<file path="config.mk">
export PLATFORM = sky130hd
export DESIGN_NAME = mem_arbiter
export DESIGN_NICKNAME = d
export VERILOG_FILES = /design/src/rtl/mem_arbiter_pkg.sv /design/src/rtl/mem_arbiter.sv
export SDC_FILE = /design/constraint.sdc
export NUM_CORES = 1
export LEC_CHECK = 0
export BUFFER_PORTS_ARGS = -buffer_cell sky130_fd_sc_hd__buf_4
export CORE_AREA = 3 3 138 87
export DETAILED_ROUTE_END_ITERATION = 12
export DIE_AREA = 0 0 141 90
export PLACE_DENSITY = 0.76
export SETUP_SLACK_MARGIN = 0.02
export SYNTH_ARGS = -nofsm -noshare
export SYNTH_HDL_FRONTEND = slang
export SYNTH_SLANG_ARGS = --single-unit
</file>
<file path="constraint.sdc">
create_clock -name clock -period 1.9 [get_ports clock]
set_clock_uncertainty 0.05 [all_clocks]
set_input_delay 0.38 -clock clock [delete_from_list [all_inputs] [get_ports clock]]
set_output_delay 0.38 -clock clock [all_outputs]
set_load 0.005 [all_outputs]
</file>
<file path="src/rtl/mem_arbiter_pkg.sv">
// Shared types for the core memory-port arbiter.
//   arb_state_e : arbiter FSM state (IDLE, REQ, RESP, ERR)
//   arb_owner_e : which master owns the transaction in flight
//   mem_req_t   : request payload captured at grant and replayed to memory
package mem_arbiter_pkg;

  typedef enum logic [1:0] {
    ARB_IDLE = 2'd0,
    ARB_REQ  = 2'd1,
    ARB_RESP = 2'd2,
    ARB_ERR  = 2'd3
  } arb_state_e;

  typedef enum logic {
    ARB_OWNER_IFU = 1'b0,
    ARB_OWNER_LSU = 1'b1
  } arb_owner_e;

  typedef struct packed {
    logic [31:0] addr;
    logic        wen;
    logic [31:0] wdata;
    logic [3:0]  wmask;
  } mem_req_t;

endpackage

</file>
<file path="src/rtl/mem_arbiter.sv">
// mem_arbiter: shares the single core memory port between the IFU (read-only
// fetch) and the LSU (loads/stores). One transaction is outstanding at a time.
// LSU has fixed priority over IFU. The granted request is latched and replayed
// to memory; the response is routed back to the owning master. A watchdog turns
// a hung access into an error response.
// Ports:
//   clock, reset                     clock and synchronous active-high reset
//   ifu_req_*/ifu_addr               IFU request channel (handshake valid & ready)
//   ifu_resp_*/ifu_rdata             IFU response channel
//   lsu_req_*/lsu_addr/wen/wdata/wmask  LSU request channel
//   lsu_resp_*/lsu_rdata             LSU response channel
//   mem_req_*/mem_addr/wen/wdata/wmask  request to memory (latched payload)
//   mem_resp_*/mem_rdata             response from memory
// Parameters:
//   TIMEOUT_CYCLES  cycles allowed in REQ+RESP before an error response (0 = off)
//   CNT_W           watchdog counter width, must hold TIMEOUT_CYCLES
module mem_arbiter
  import mem_arbiter_pkg::*;
#(
  parameter int unsigned TIMEOUT_CYCLES = 1024,
  parameter int unsigned CNT_W          = 11
) (
  input  logic        clock,
  input  logic        reset,
  input  logic        ifu_req_valid,
  output logic        ifu_req_ready,
  input  logic [31:0] ifu_addr,
  output logic        ifu_resp_valid,
  input  logic        ifu_resp_ready,
  output logic [31:0] ifu_rdata,
  output logic        ifu_resp_err,
  input  logic        lsu_req_valid,
  output logic        lsu_req_ready,
  input  logic [31:0] lsu_addr,
  input  logic        lsu_wen,
  input  logic [31:0] lsu_wdata,
  input  logic [3:0]  lsu_wmask,
  output logic        lsu_resp_valid,
  input  logic        lsu_resp_ready,
  output logic [31:0] lsu_rdata,
  output logic        lsu_resp_err,
  output logic        mem_req_valid,
  input  logic        mem_req_ready,
  output logic [31:0] mem_addr,
  output logic        mem_wen,
  output logic [31:0] mem_wdata,
  output logic [3:0]  mem_wmask,
  input  logic        mem_resp_valid,
  output logic        mem_resp_ready,
  input  logic [31:0] mem_rdata,
  input  logic        mem_resp_err
);

  localparam logic             WD_EN    = (TIMEOUT_CYCLES != 0);
  localparam logic [CNT_W-1:0] CNT_LAST =
      (TIMEOUT_CYCLES == 0) ? '0 : CNT_W'(TIMEOUT_CYCLES - 1);

  arb_state_e       state_q;
  arb_owner_e       owner_q;
  mem_req_t         req_q;
  logic [CNT_W-1:0] cnt_q;
  logic [CNT_W-1:0] cnt_d;

  logic owner_resp_ready;
  logic resp_hs;
  logic wd_expire;
  logic owner_resp_active;

  always_comb begin
    owner_resp_ready = (owner_q == ARB_OWNER_LSU) ? lsu_resp_ready : ifu_resp_ready;
    resp_hs          = mem_resp_valid && owner_resp_ready;
    // Saturating increment so a disabled/oversized watchdog never wraps.
    cnt_d            = (&cnt_q) ? cnt_q : cnt_q + CNT_W'(1);
    wd_expire        = WD_EN && (cnt_q == CNT_LAST);
  end

  always_ff @(posedge clock) begin
    if (reset) begin
      state_q <= ARB_IDLE;
      owner_q <= ARB_OWNER_IFU;
      req_q   <= '0;
      cnt_q   <= '0;
    end else begin
      case (state_q)
        ARB_IDLE: begin
          if (lsu_req_valid) begin
            req_q   <= '{addr: lsu_addr, wen: lsu_wen, wdata: lsu_wdata, wmask: lsu_wmask};
            owner_q <= ARB_OWNER_LSU;
            cnt_q   <= '0;
            state_q <= ARB_REQ;
          end else if (ifu_req_valid) begin
            // Fetches are always reads regardless of whatever sits on the bus.
            req_q   <= '{addr: ifu_addr, wen: 1'b0, wdata: 32'd0, wmask: 4'd0};
            owner_q <= ARB_OWNER_IFU;
            cnt_q   <= '0;
            state_q <= ARB_REQ;
          end
        end
        ARB_REQ: begin
          cnt_q <= cnt_d;
          if (mem_req_ready) begin
            state_q <= ARB_RESP;
          end else if (wd_expire) begin
            state_q <= ARB_ERR;
          end
        end
        ARB_RESP: begin
          cnt_q <= cnt_d;
          if (resp_hs) begin
            state_q <= ARB_IDLE;
          end else if (wd_expire) begin
            state_q <= ARB_ERR;
          end
        end
        default: begin
          if (owner_resp_ready) begin
            state_q <= ARB_IDLE;
          end
        end
      endcase
    end
  end

  // Master readies are masked while reset is held so nothing is acked during it.
  assign lsu_req_ready = (state_q == ARB_IDLE) && !reset;
  assign ifu_req_ready = (state_q == ARB_IDLE) && !reset && !lsu_req_valid;

  assign mem_req_valid = (state_q == ARB_REQ);
  assign mem_addr      = req_q.addr;
  assign mem_wen       = req_q.wen;
  assign mem_wdata     = req_q.wdata;
  assign mem_wmask     = req_q.wmask;

  // IDLE and ERR swallow any response (stray or from a slave declared dead).
  always_comb begin
    case (state_q)
      ARB_RESP: mem_resp_ready = owner_resp_ready;
      ARB_REQ:  mem_resp_ready = 1'b0;
      default:  mem_resp_ready = 1'b1;
    endcase
  end

  assign owner_resp_active = ((state_q == ARB_RESP) && mem_resp_valid) || (state_q == ARB_ERR);
  assign lsu_resp_valid    = owner_resp_active && (owner_q == ARB_OWNER_LSU);
  assign ifu_resp_valid    = owner_resp_active && (owner_q == ARB_OWNER_IFU);

  assign lsu_rdata    = (state_q == ARB_ERR) ? 32'd0 : mem_rdata;
  assign ifu_rdata    = (state_q == ARB_ERR) ? 32'd0 : mem_rdata;
  assign lsu_resp_err = (state_q == ARB_ERR) || mem_resp_err;
  assign ifu_resp_err = (state_q == ARB_ERR) || mem_resp_err;

endmodule

</file>
==> results by stage <==
Routing:
- The total vias in the final route is 4418.
- In the final routed layout, each cell accounts on average for 16.9 um.
- The average vias per placed instance is 5.07.
- The detailed-router iteration count before antenna repair is 4.
- The number of routed nets with antenna violations is 0.
- The remaining design rule violation count is 0.
- The overall routed net length is 14.7 mm.
- For this block, the initial DRC count from the detailed router was 208.

Worst setup path:
- The sort of element at the start of the critical path is a flip-flop.
- The longest individual stage delay on the worst path is 0.33 ns.
- The number of cells on the worst reg-to-reg path is 6.
- The start of the worst register-to-register path is state_q[0].
- Traced cell by cell, the critical path runs through buf_6 > ha_4 > buf_12 > nor2b_1 > buf_4.
- The classification of the worst setup path is flip-flop to primary output.
- The worst register-to-register path has a setup slack of 0.10 ns.
- On the critical path, the stage with the largest delay is an instance of sky130_fd_sc_hd__dfxtp_2.
- The endpoint type of the worst setup path is a primary output.
- The required time at the worst-slack endpoint is 1.47 ns.
- The biggest fanout along the worst timing path is 7.
- The arrival time at the worst endpoint is 1.53 ns.
- In this run the critical register-to-register path is captured at state_q[1].

Synthesis:
- The largest area contributor in the synthesized netlist is sky130_fd_sc_hd__dfxtp_1.
- Synthesis produced a netlist with a net count of 630.
- The share of Yosys cell area claimed by the top area cell type is 0.410.
- The share of synthesized area occupied by flip-flops and latches is 0.410.
- The library cell with the highest instance count after synthesis is sky130_fd_sc_hd__dfxtp_1.
- The commonest cells after synthesis are sky130_fd_sc_hd__dfxtp_1 (83), sky130_fd_sc_hd__a21oi_1 (50), sky130_fd_sc_hd__nand2_1 (43).
- Synthesis produced a netlist whose cell count is 483.
- The average instance in the mapped netlist occupies 8.40 um^2.
- The prevailing post-synth register cell is sky130_fd_sc_hd__dfxtp_1.
- The synthesized netlist occupies a cell area of 0.00406 mm^2.
- The number of different library cells used by synthesis comes to 40.
- The number of synthesized flops with an enable pin is 0.
- Sorting the synthesized cells by area gives the leading types as sky130_fd_sc_hd__dfxtp_1 (41%), sky130_fd_sc_hd__mux2i_1 (8.4%), sky130_fd_sc_hd__buf_4 (6.3%).
- For this run, asynchronously set or reset flops after synthesis account for 0.
- The number of synthesis warnings is 0.
- The number of flip-flops and latches in the synthesized netlist is 83.

STA:
- The clock period minus final worst setup slack is 1.96 ns.
- The count of endpoints failing hold in the final timing report is 0.
- The pin slew with the least headroom to its limit is 0.429 ns.
- The final worst-path setup slack is -0.0572 ns.
- Measured against its own limit, the worst slew margin works out to 0.711.
- The final-report max-slew violation count came to 0.
- Dividing the final minimum period by the clock period gives 1.03.
- Setup repair after global routing could not meet its margin everywhere.
- For the final routed database, the setup TNS stands at -0.348 ns.
- The worst hold slack is 0.270 ns.
- The highest clock rate is 511 MHz.
- Setup violations remaining at the end of the flow were counted as 19.

Global route:
- The initial antenna violation count is 0.
- The number of global-route vias before repair is 4273.
- The pin count of the biggest net entering global routing is 40.
- In the global route stage, overall resource usage came out at 0.208.
- The first global-routing pass estimated 21.4 mm of wire.
- The total overflow left after global routing is 0.

Run status:
- The checks that failed: negative setup slack.
- The flow ran to the end, but the final reports show violations.

CTS:
- At the later pin of the worst-skew pair, clock insertion delay measures 0.34 ns.
- The clock root buffer master is sky130_fd_sc_hd__clkbuf_16.
- The clock drives 83 sinks.
- Clock-pin slew was measured on the worst setup and hold paths at 0.06 ns.
- The H-tree depth is 3.
- The deepest clock path buffer count is 2.
- TritonCTS built the clock tree.
- The total clock buffers created by CTS is 9.

Floorplanning:
- The site row count is 29.
- The floorplan step defined a core boundary enclosing 0.0106 mm^2.
- The die covers 0.0127 mm^2.
- For this configuration, the core starts out at a cell density of 0.382.
- The die is 90 um tall.
- The x dimension of the die is 141 um.
- In this run the count of I/O pins placed on the die edge is 283.

Cells and area:
- The growth of design area from synthesis to finish is 70.0%.
- At the end of the flow, the number of nets in the layout was 874.
- The count of non-filler cells in the finished layout is 871.
- Once layout is complete, the utilization of the core stands at 0.648.
- In the final layout, the share of cells above drive strength 1 is 0.500.
- The repair_antennas step left the layout with diodes totalling 0.

Power and ir drop:
- Summed over all cells, the static leakage comes to 3.22 nW.
- The worst IR drop on VDD is 561 uV.
- In this run the power density over the cells is 949 mW/mm^2.

Min path:
- The path class of the tightest hold or removal check is input pin to flip-flop.
- The path with the worst hold slack has its endpoint at mem_wdata[26].
- The worst hold path was traced through 3 stages.
- In this run the most critical hold path is launched from lsu_wdata[26].

Placement:
- In this run, placement finished with an instance count of 850.
- The routability congestion estimate from global placement is 0.988.
- The count of buffers added on input and output ports is 282.
- The post-DP HPWL is 11.0 mm.

Job:
- The max-capacitance violation count is 0.
kinds of logic after synthesis:
family	synth area share
compound gates	0.161
flops	0.410
fa+ha+maj	0.0154
mux	0.0839
simple gates	0.220
buf+inv	0.109
area by class of cell:
cell class | count | area [um^2]
clock inverters | 6 | 73.8
repair buffers | 305 | 2530
fillers | 878 | 3740
flip-flops and latches | 83 | 1660
inverters | 6 | 22.5
well taps | 139 | 174
clock buffers | 10 | 229
multi-input cells | 322 | 2200
layout by cell type (no fill, tap or decap), drive strengths merged, types with 2 or more instances in the layout:
cell	count
a211oi	33
a21oi	50
buf	303
clkbuf	12
clkinvlp	2
dfxtp	83
ha	5
inv	8
mux2i	34
nand2	43
nand3	39
nand4	3
nand4b	2
nor2	38
nor2b	36
nor3	2
nor4	2
o21ai	6
o31ai	6
o41ai	2
or3	2
or4	6
routing by layer:
| metal | vias up | part of all wire | track usage |
|---|---|---|---|
| met4 | 0 | 0.041 | 0.0895 |
| met3 | 45 | 0.071 | 0.0551 |
| li1 | 2152 | - | - |
| met2 | 213 | 0.53 | 0.392 |
| met1 | 2008 | 0.36 | 0.215 |
| met5 | - | 0 | 0 |
power breakdown:
group | leakage [nW] | switching, W | internal, W
clock network | 0.141 | 0.000716 | 0.00103
registers | 0.684 | 0.000189 | 0.00207
logic | 2.40 | 0.00124 | 0.00130
total | 3.22 | 0.00215 | 0.00440
how the worst max path moves through the flow:
stage	from	to	slack [ns]	cells past startpoint
CTS	state_q[1]	ifu_rdata[5]	-0.08	5
global route	state_q[1]	ifu_resp_err	-0.09	5
finish	state_q[1]	lsu_rdata[19]	-0.06	5
floorplan	state_q[1]	cnt_q[2]	0.03	8
detailed placement	state_q[0]	cnt_q[5]	0.04	7
global placement	state_q[0]	cnt_q[9]	0.12	7
sequential cells by signal (all words and copies together), names as in the netlist:
register   count
cnt_q         11
mem_addr      32
mem_wdata     32
mem_wen        1
mem_wmask      4
owner_q        1
state_q        2
critical path: cells and delay by family, from the launching register on:
kind / cells / cell delay (ns)
DFF: 1 / 0.33
and+or+nand+nor: 1 / 0.21
adders and majority gates: 1 / 0.21
buffers and inverters: 3 / 0.44
through the flow:
stage               setup slack (ns)  total power [W]  instance area (um^2)
floorplan                     0.0254          0.00347                  4060
global placement               0.124          0.00454                  6090
detailed placement            0.0442          0.00462                  6090
CTS                          -0.0833          0.00646                  6530
global route                 -0.0937          0.00689                  6890
finish                       -0.0572          0.00655                  6890
repair_timing:
item,in CTS,in global routing
endpoints found under the setup margin,71,72
pin swaps,0,3
resized for setup,30,80
buffers inserted,0,2
gates cloned,1,2
hold buffers,0,0
Power figures use the tool's default switching activity.
